==> config.mk <==
export PLATFORM = sky130hd
export DESIGN_NAME = hex_digit_counter_flat
export DESIGN_NICKNAME = d
export VERILOG_FILES = /design/src/rtl/hex_digit_counter_pkg.sv /design/src/rtl/hex_digit_counter_if.sv /design/src/rtl/hex_digit_counter_key_debounce.sv /design/src/rtl/hex_digit_counter.sv /design/src/flat_wrapper.sv
export SDC_FILE = /design/constraint.sdc
export NUM_CORES = 1
export LEC_CHECK = 0
export CELL_PAD_IN_SITES_DETAIL_PLACEMENT = 0
export CELL_PAD_IN_SITES_GLOBAL_PLACEMENT = 1
export CORE_MARGIN = 2
export CORE_UTILIZATION = 35
export DETAILED_ROUTE_END_ITERATION = 6
export DONT_BUFFER_PORTS = 1
export GPL_TIMING_DRIVEN = 0
export PLACE_DENSITY = 0.71
export SETUP_SLACK_MARGIN = 0.05
export SLEW_MARGIN = 20
export SYNTH_ARGS = -nofsm -noshare
export SYNTH_HDL_FRONTEND = slang
export SYNTH_SLANG_ARGS = --single-unit
==> constraint.sdc <==
create_clock -name CLOCK_50 -period 3.3 [get_ports CLOCK_50]
set_clock_uncertainty 0.05 [all_clocks]
set_input_delay 0.825 -clock CLOCK_50 [delete_from_list [all_inputs] [get_ports CLOCK_50]]
set_output_delay 0.825 -clock CLOCK_50 [all_outputs]
set_load 0.02 [all_outputs]
==> src/rtl/hex_digit_counter_pkg.sv <==
// Shared constants and default timing for the hex digit counter.
package hex_digit_counter_pkg;

    localparam int unsigned DIGIT_W = 4;

    // SW[8] direction encoding
    localparam logic DIR_UP   = 1'b0;
    localparam logic DIR_DOWN = 1'b1;

    // KEY bit positions
    localparam int unsigned KEY_STEP = 0;
    localparam int unsigned KEY_LOAD = 1;

    // 10 ms debounce and 1 s auto tick at 50 MHz
    localparam int unsigned DEFAULT_DEBOUNCE_CYCLES = 500000;
    localparam int unsigned DEFAULT_TICK_CYCLES     = 50000000;

endpackage

==> src/rtl/hex_digit_counter_if.sv <==
// Board-side bundle: switches and keys in, digit and status out.
interface hex_digit_counter_if;
    import hex_digit_counter_pkg::*;

    logic [9:0]         SW;
    logic [1:0]         KEY;
    logic [DIGIT_W-1:0] DIGIT;
    logic               WRAP;
    logic               AUTO_ON;

    modport master (output SW, KEY, input DIGIT, WRAP, AUTO_ON);
    modport slave  (input SW, KEY, output DIGIT, WRAP, AUTO_ON);

endinterface

==> src/rtl/hex_digit_counter_key_debounce.sv <==
// One pushbutton: 2-FF synchroniser, debounce counter, accepted level, press pulse.
module key_debounce #(
    parameter int unsigned DEBOUNCE_CYCLES = 500000
) (
    input  logic clk,
    input  logic rst,
    input  logic key_n,
    output logic press
);

    localparam int unsigned CNT_W = $clog2(DEBOUNCE_CYCLES + 1);

    logic             sync1, sync2;
    logic             level_c;
    logic             accepted_q, accepted_d;
    logic [CNT_W-1:0] cnt_q, cnt_d;
    logic             press_q, press_d;

    // Raw key is active-low; idle (released) is 1 out of reset
    always_ff @(posedge clk or posedge rst) begin
        if (rst) begin
            sync1 <= 1'b1;
            sync2 <= 1'b1;
        end else begin
            sync1 <= key_n;
            sync2 <= sync1;
        end
    end

    assign level_c = ~sync2;

    // Count consecutive disagreeing cycles; accept on the DEBOUNCE_CYCLES-th
    always_comb begin
        cnt_d      = '0;
        accepted_d = accepted_q;
        press_d    = 1'b0;
        if (level_c != accepted_q) begin
            if (cnt_q == CNT_W'(DEBOUNCE_CYCLES - 1)) begin
                accepted_d = level_c;
                press_d    = level_c;
            end else begin
                cnt_d = cnt_q + CNT_W'(1);
            end
        end
    end

    // Debounce state registers
    always_ff @(posedge clk or posedge rst) begin
        if (rst) begin
            cnt_q      <= '0;
            accepted_q <= 1'b0;
            press_q    <= 1'b0;
        end else begin
            cnt_q      <= cnt_d;
            accepted_q <= accepted_d;
            press_q    <= press_d;
        end
    end

    assign press = press_q;

endmodule

==> src/rtl/hex_digit_counter.sv <==
// 4-bit hex digit source for the seven-segment decoder: step, load, auto tick.
module hex_digit_counter
    import hex_digit_counter_pkg::*;
#(
    parameter int unsigned DEBOUNCE_CYCLES = DEFAULT_DEBOUNCE_CYCLES,
    parameter int unsigned TICK_CYCLES     = DEFAULT_TICK_CYCLES
) (
    input  logic                CLOCK_50,
    input  logic                RESET,
    hex_digit_counter_if.slave  bus
);

    localparam int unsigned PRE_W = $clog2(TICK_CYCLES);

    logic [DIGIT_W-1:0] sw_val_s1, sw_val_s2;
    logic [1:0]         sw_ctl_s1, sw_ctl_s2;
    logic               dir_c, auto_c;
    logic               step_press, load_press;
    logic [PRE_W-1:0]   presc_q, presc_d;
    logic               tick_c;
    logic [DIGIT_W-1:0] digit_q, digit_d;
    logic               wrap_q, wrap_d;
    logic               auto_on_q;
    logic               sw_unused;

    assign sw_unused = ^bus.SW[7:4];

    // Switch synchronisers: SW[3:0] load value, SW[9:8] auto/direction
    always_ff @(posedge CLOCK_50 or posedge RESET) begin
        if (RESET) begin
            sw_val_s1 <= '0;
            sw_val_s2 <= '0;
            sw_ctl_s1 <= '0;
            sw_ctl_s2 <= '0;
        end else begin
            sw_val_s1 <= bus.SW[3:0];
            sw_val_s2 <= sw_val_s1;
            sw_ctl_s1 <= bus.SW[9:8];
            sw_ctl_s2 <= sw_ctl_s1;
        end
    end

    assign dir_c  = sw_ctl_s2[0];
    assign auto_c = sw_ctl_s2[1];

    key_debounce #(.DEBOUNCE_CYCLES(DEBOUNCE_CYCLES)) u_step (
        .clk   (CLOCK_50),
        .rst   (RESET),
        .key_n (bus.KEY[KEY_STEP]),
        .press (step_press)
    );

    key_debounce #(.DEBOUNCE_CYCLES(DEBOUNCE_CYCLES)) u_load (
        .clk   (CLOCK_50),
        .rst   (RESET),
        .key_n (bus.KEY[KEY_LOAD]),
        .press (load_press)
    );

    // Prescaler: 0..TICK_CYCLES-1 while auto, parked at 0 otherwise
    always_comb begin
        presc_d = '0;
        tick_c  = 1'b0;
        if (auto_c) begin
            if (presc_q == PRE_W'(TICK_CYCLES - 1)) begin
                tick_c = 1'b1;
            end else begin
                presc_d = presc_q + PRE_W'(1);
            end
        end
    end

    // Digit update: load beats step/tick; step and tick together move once
    always_comb begin
        digit_d = digit_q;
        wrap_d  = 1'b0;
        if (load_press) begin
            digit_d = sw_val_s2;
        end else if (step_press || tick_c) begin
            if (dir_c == DIR_DOWN) begin
                digit_d = digit_q - DIGIT_W'(1);
                wrap_d  = (digit_q == '0);
            end else begin
                digit_d = digit_q + DIGIT_W'(1);
                wrap_d  = (digit_q == '1);
            end
        end
    end

    // Output and prescaler registers
    always_ff @(posedge CLOCK_50 or posedge RESET) begin
        if (RESET) begin
            presc_q   <= '0;
            digit_q   <= '0;
            wrap_q    <= 1'b0;
            auto_on_q <= 1'b0;
        end else begin
            presc_q   <= presc_d;
            digit_q   <= digit_d;
            wrap_q    <= wrap_d;
            auto_on_q <= auto_c;
        end
    end

    assign bus.DIGIT   = digit_q;
    assign bus.WRAP    = wrap_q;
    assign bus.AUTO_ON = auto_on_q;

endmodule
==> src/flat_wrapper.sv <==
// flat-port wrapper written by rule: the top's interface ports become plain ports
module hex_digit_counter_flat import hex_digit_counter_pkg::*;
#(
    parameter int unsigned DEBOUNCE_CYCLES = DEFAULT_DEBOUNCE_CYCLES,
    parameter int unsigned TICK_CYCLES     = DEFAULT_TICK_CYCLES
)
  (CLOCK_50, RESET, bus_SW, bus_KEY, bus_DIGIT, bus_WRAP, bus_AUTO_ON);
  hex_digit_counter_if bus_i ();
  input  logic CLOCK_50;
  input  logic RESET;
  input wire logic [$bits(bus_i.SW)-1:0] bus_SW;
  input wire logic [$bits(bus_i.KEY)-1:0] bus_KEY;
  output wire logic [$bits(bus_i.DIGIT)-1:0] bus_DIGIT;
  output wire logic [$bits(bus_i.WRAP)-1:0] bus_WRAP;
  output wire logic [$bits(bus_i.AUTO_ON)-1:0] bus_AUTO_ON;
  assign bus_i.SW = bus_SW;
  assign bus_i.KEY = bus_KEY;
  assign bus_DIGIT = bus_i.DIGIT;
  assign bus_WRAP = bus_i.WRAP;
  assign bus_AUTO_ON = bus_i.AUTO_ON;
  hex_digit_counter #(.DEBOUNCE_CYCLES(DEBOUNCE_CYCLES), .TICK_CYCLES(TICK_CYCLES)) u_core (.CLOCK_50(CLOCK_50), .RESET(RESET), .bus(bus_i));
endmodule
==> results.cfg <==
[status]
status = complete, no violations

[cts]
post_cts_buffers = 0
clockRootBuffer = clkbuf_16
cts_tree = yes
path_clk_slew_ps = 70
clk-insertion-delay-late_ps = 340
cts_max_level = 3
clockBufferDepth = 2
cts_resized = 0
numClockSinks = 90
numCtsBuffers = 9
cts_hold_buf = 0

[cells_and_area]
n_antenna_cell = 0
nNetsFinal = 448
final_area_mm2 = 0.00480
drive_gt1_frac = 0.0970
syn2layout_area_growth_pct = 12.4

[critical_path]
arrival_ps = 2640
critPathLaunchType = register
end_kind = register
critical_path.max_fanout = 10
path_class = reg2reg
required_ps = 3470

[sta]
setup_tns_ps = 0
fmax_ghz = 0.405
finalSetupViolations = 0
rsz0062_at_grt = false
max_slew_margin = 0.506
min_period_over_period = 0.749
post-route-min-period_ps = 2470
hold_violations = 0
worstMarginPinSlew_ps = 742
maxSlewViolCount = 0

[yosys]
synth-xor-area-share = 0.0821
syn_avg_cell_area_um2 = 10.3
synth-main-ff-cell = dfrtp_1
synth.distinct_cells = 47
ys_ff_latch = 90
synthAdderAreaFrac = 0.0193
synth_fp_nets = 436
synth_compound_area_frac = 0.0824
syn_area_mm2 = 0.00427
seq_area_frac_synth = 0.529
ys_async_sr_fraction = 1.00
synth_top_family_by_area = simple AND/OR/NAND/NOR gates
synth_edf_count = 0
synthesis.instances = 416
yosysWarnings = 0
synthSimpleGateAreaFrac = 0.248
synth_mux_area_frac = 0.0117

[detailed_routing]
dr_total_vias = 3085
via_per_inst = 5.32
drc = 0
detail-route-antenna-nets = 0
drt-total-wl_um = 8490
wire_per_inst_um = 14.6
initialDrtViolationCount = 187
first_pass_iters = 4

[die]
core_area_mm2 = 0.0120
dieHeight_um = 114
pin_count = 20
rows = 40
initial_utilization = 0.357
die_w_um = 114
fp.dieArea_mm2 = 0.0131

[placed_design]
hpwl_um = 5810
io_buffers = 0
routabilityCongestion = 0.793
placed_area_mm2 = 0.00448

[global_route]
grtUsageTotal = 0.145
antenna_found_initial = 0
grt_pass1_vias = 3246
grt_pass1_wl_um = 15200
grt_max_degree = 59
overflow = 0

[worst_hold_path]
min_path_type = reg2reg

[power_and_ir_drop]
p_leak_nw = 1.90
ir_worst_vdd_mv = 0.212
p_per_area_mw_per_mm2 = 484

[flow_run]
maxCapViolations = 0
layer usage:
layer | up-vias | routed length (µm) | part of all wire | track usage
met2 | 31 | 4060 | 0.48 | 0.231
met3 | 18 | 225 | 0.027 | 0.0328
li1 | 1532 | - | - | -
met1 | 1504 | 4020 | 0.47 | 0.187
met5 | - | 0 | 0 | 0
met4 | 0 | 179 | 0.021 | 0.0667
power breakdown:
part,total [W],switching (W),internal [W]
sequential,0.00114,0.0000153,0.00112
clock,0.00112,0.000448,0.000672
combinational,0.0000636,0.0000449,0.0000187
logic make-up (layout without fill, tap and decap cells):
family,Yosys count,after routing
AND/OR/NAND/NOR,189,189
XOR/XNOR,40,40
adder cells (fa/ha/maj),6,6
multiplexers,5,5
buffers and inverters,26,43
flip-flops,90,90
AO/OA/AOI/OAI,60,60
through the flow:
stage	instances	utilization	worst slack, ps	hold WS, ps	total power, W
6_report	580	0.401	828	295	0.00232
5_1_grt	580	0.401	573	300	0.00241
3_5_place_dp	564	0.374	846	286	0.00123
2_1_floorplan	416	-	96.4	281	0.00120
4_1_cts	580	0.401	833	294	0.00236
3_3_place_gp	563	0.372	-861	286	0.00122
flip-flops by register name, summed over array words and instances, names as in the netlist:
| name | flops |
|---|---|
| u_core.u_step.sync1 | 1 |
| u_core.sw_ctl_s1 | 2 |
| u_core.bus.AUTO_ON | 1 |
| u_core.u_load.accepted_q | 1 |
| u_core.u_load.sync1 | 1 |
| u_core.sw_val_s1 | 4 |
| u_core.u_step.cnt_q | 19 |
| u_core.sw_val_s2 | 4 |
| u_core.presc_q | 26 |
| u_core.u_load.cnt_q | 19 |
| u_core.u_load.sync2 | 1 |
| u_core.u_step.accepted_q | 1 |
| u_core.sw_ctl_s2 | 2 |
| u_core.bus.DIGIT | 4 |
| u_core.u_step.press | 1 |
| u_core.bus.WRAP | 1 |
| u_core.u_step.sync2 | 1 |
| u_core.u_load.press | 1 |
final cells by class:
type / count / area (µm²)
Buffer: 15 / 76.3
Clock buffer: 9 / 225
Clock inverter: 7 / 98.8
Fill cell: 1169 / 7160
Inverter: 11 / 43.8
Multi-Input combinational cell: 300 / 1890
Sequential cell: 90 / 2260
Tap cell: 147 / 184
Timing Repair Buffer: 1 / 20.0
worst max-delay path, cell delays in order (launching register included):
cell	delay [ps]
dfrtp_1	370
ha_1	230
nand4_1	270
nor4_1	670
a21bo_2	220
buf_2	190
buf_2	270
nor2_1	80
worst paths after layout:
kind	slack, ps	start	cells after the start	end
worst max-delay path	830	u_core.presc_q[0]	7	u_core.presc_q[2]
worst min-delay path	290	u_core.sw_ctl_s1[0]	0	u_core.sw_ctl_s2[0]
worst max register to register	830	u_core.presc_q[0]	7	u_core.presc_q[2]
worst min register to register	290	u_core.sw_ctl_s1[0]	0	u_core.sw_ctl_s2[0]
max in group asynchronous	2130	RESET	2	u_core.u_step.cnt_q[15]
min in group asynchronous	430	RESET	1	u_core.u_load.cnt_q[16]
synthesized netlist by cell type, types with 2 or more instances:
library cell	n	area, µm²
a21oi_1	27	135
and2_1	3	18.8
and3_1	4	25.0
and4_1	8	70.1
buf_2	7	35.0
clkbuf_1	6	22.5
dfrtp_1	86	2150
dfstp_2	4	105
ha_1	5	62.6
inv_1	11	41.3
mux2i_1	5	50.1
nand2_1	22	82.6
nand3_1	22	110
nand3b_1	3	22.5
nand4_1	20	125
nor2_1	43	161
nor3_1	5	25.0
nor4_1	13	81.3
nor4bb_1	2	20.0
o21ai_0	19	95.1
o31ai_1	7	52.6
o31ai_2	2	25.0
or2_2	2	12.5
or3_1	18	113
or3_2	2	15.0
or4_1	9	67.6
or4b_1	3	30.0
xnor2_1	20	175
xor2_1	20	175
cells in the final DEF, fill, tap and decap left out, types with 8 or more instances in the layout:
cell type / n
a21oi_1: 27
and4_1: 8
clkbuf_16: 9
dfrtp_1: 86
inv_1: 10
nand2_1: 22
nand3_1: 22
nand4_1: 20
nor2_1: 43
nor4_1: 13
o21ai_0: 19
or3_1: 18
or4_1: 9
xnor2_1: 20
xor2_1: 20
Note: power is estimated with default switching activity, not from simulation.
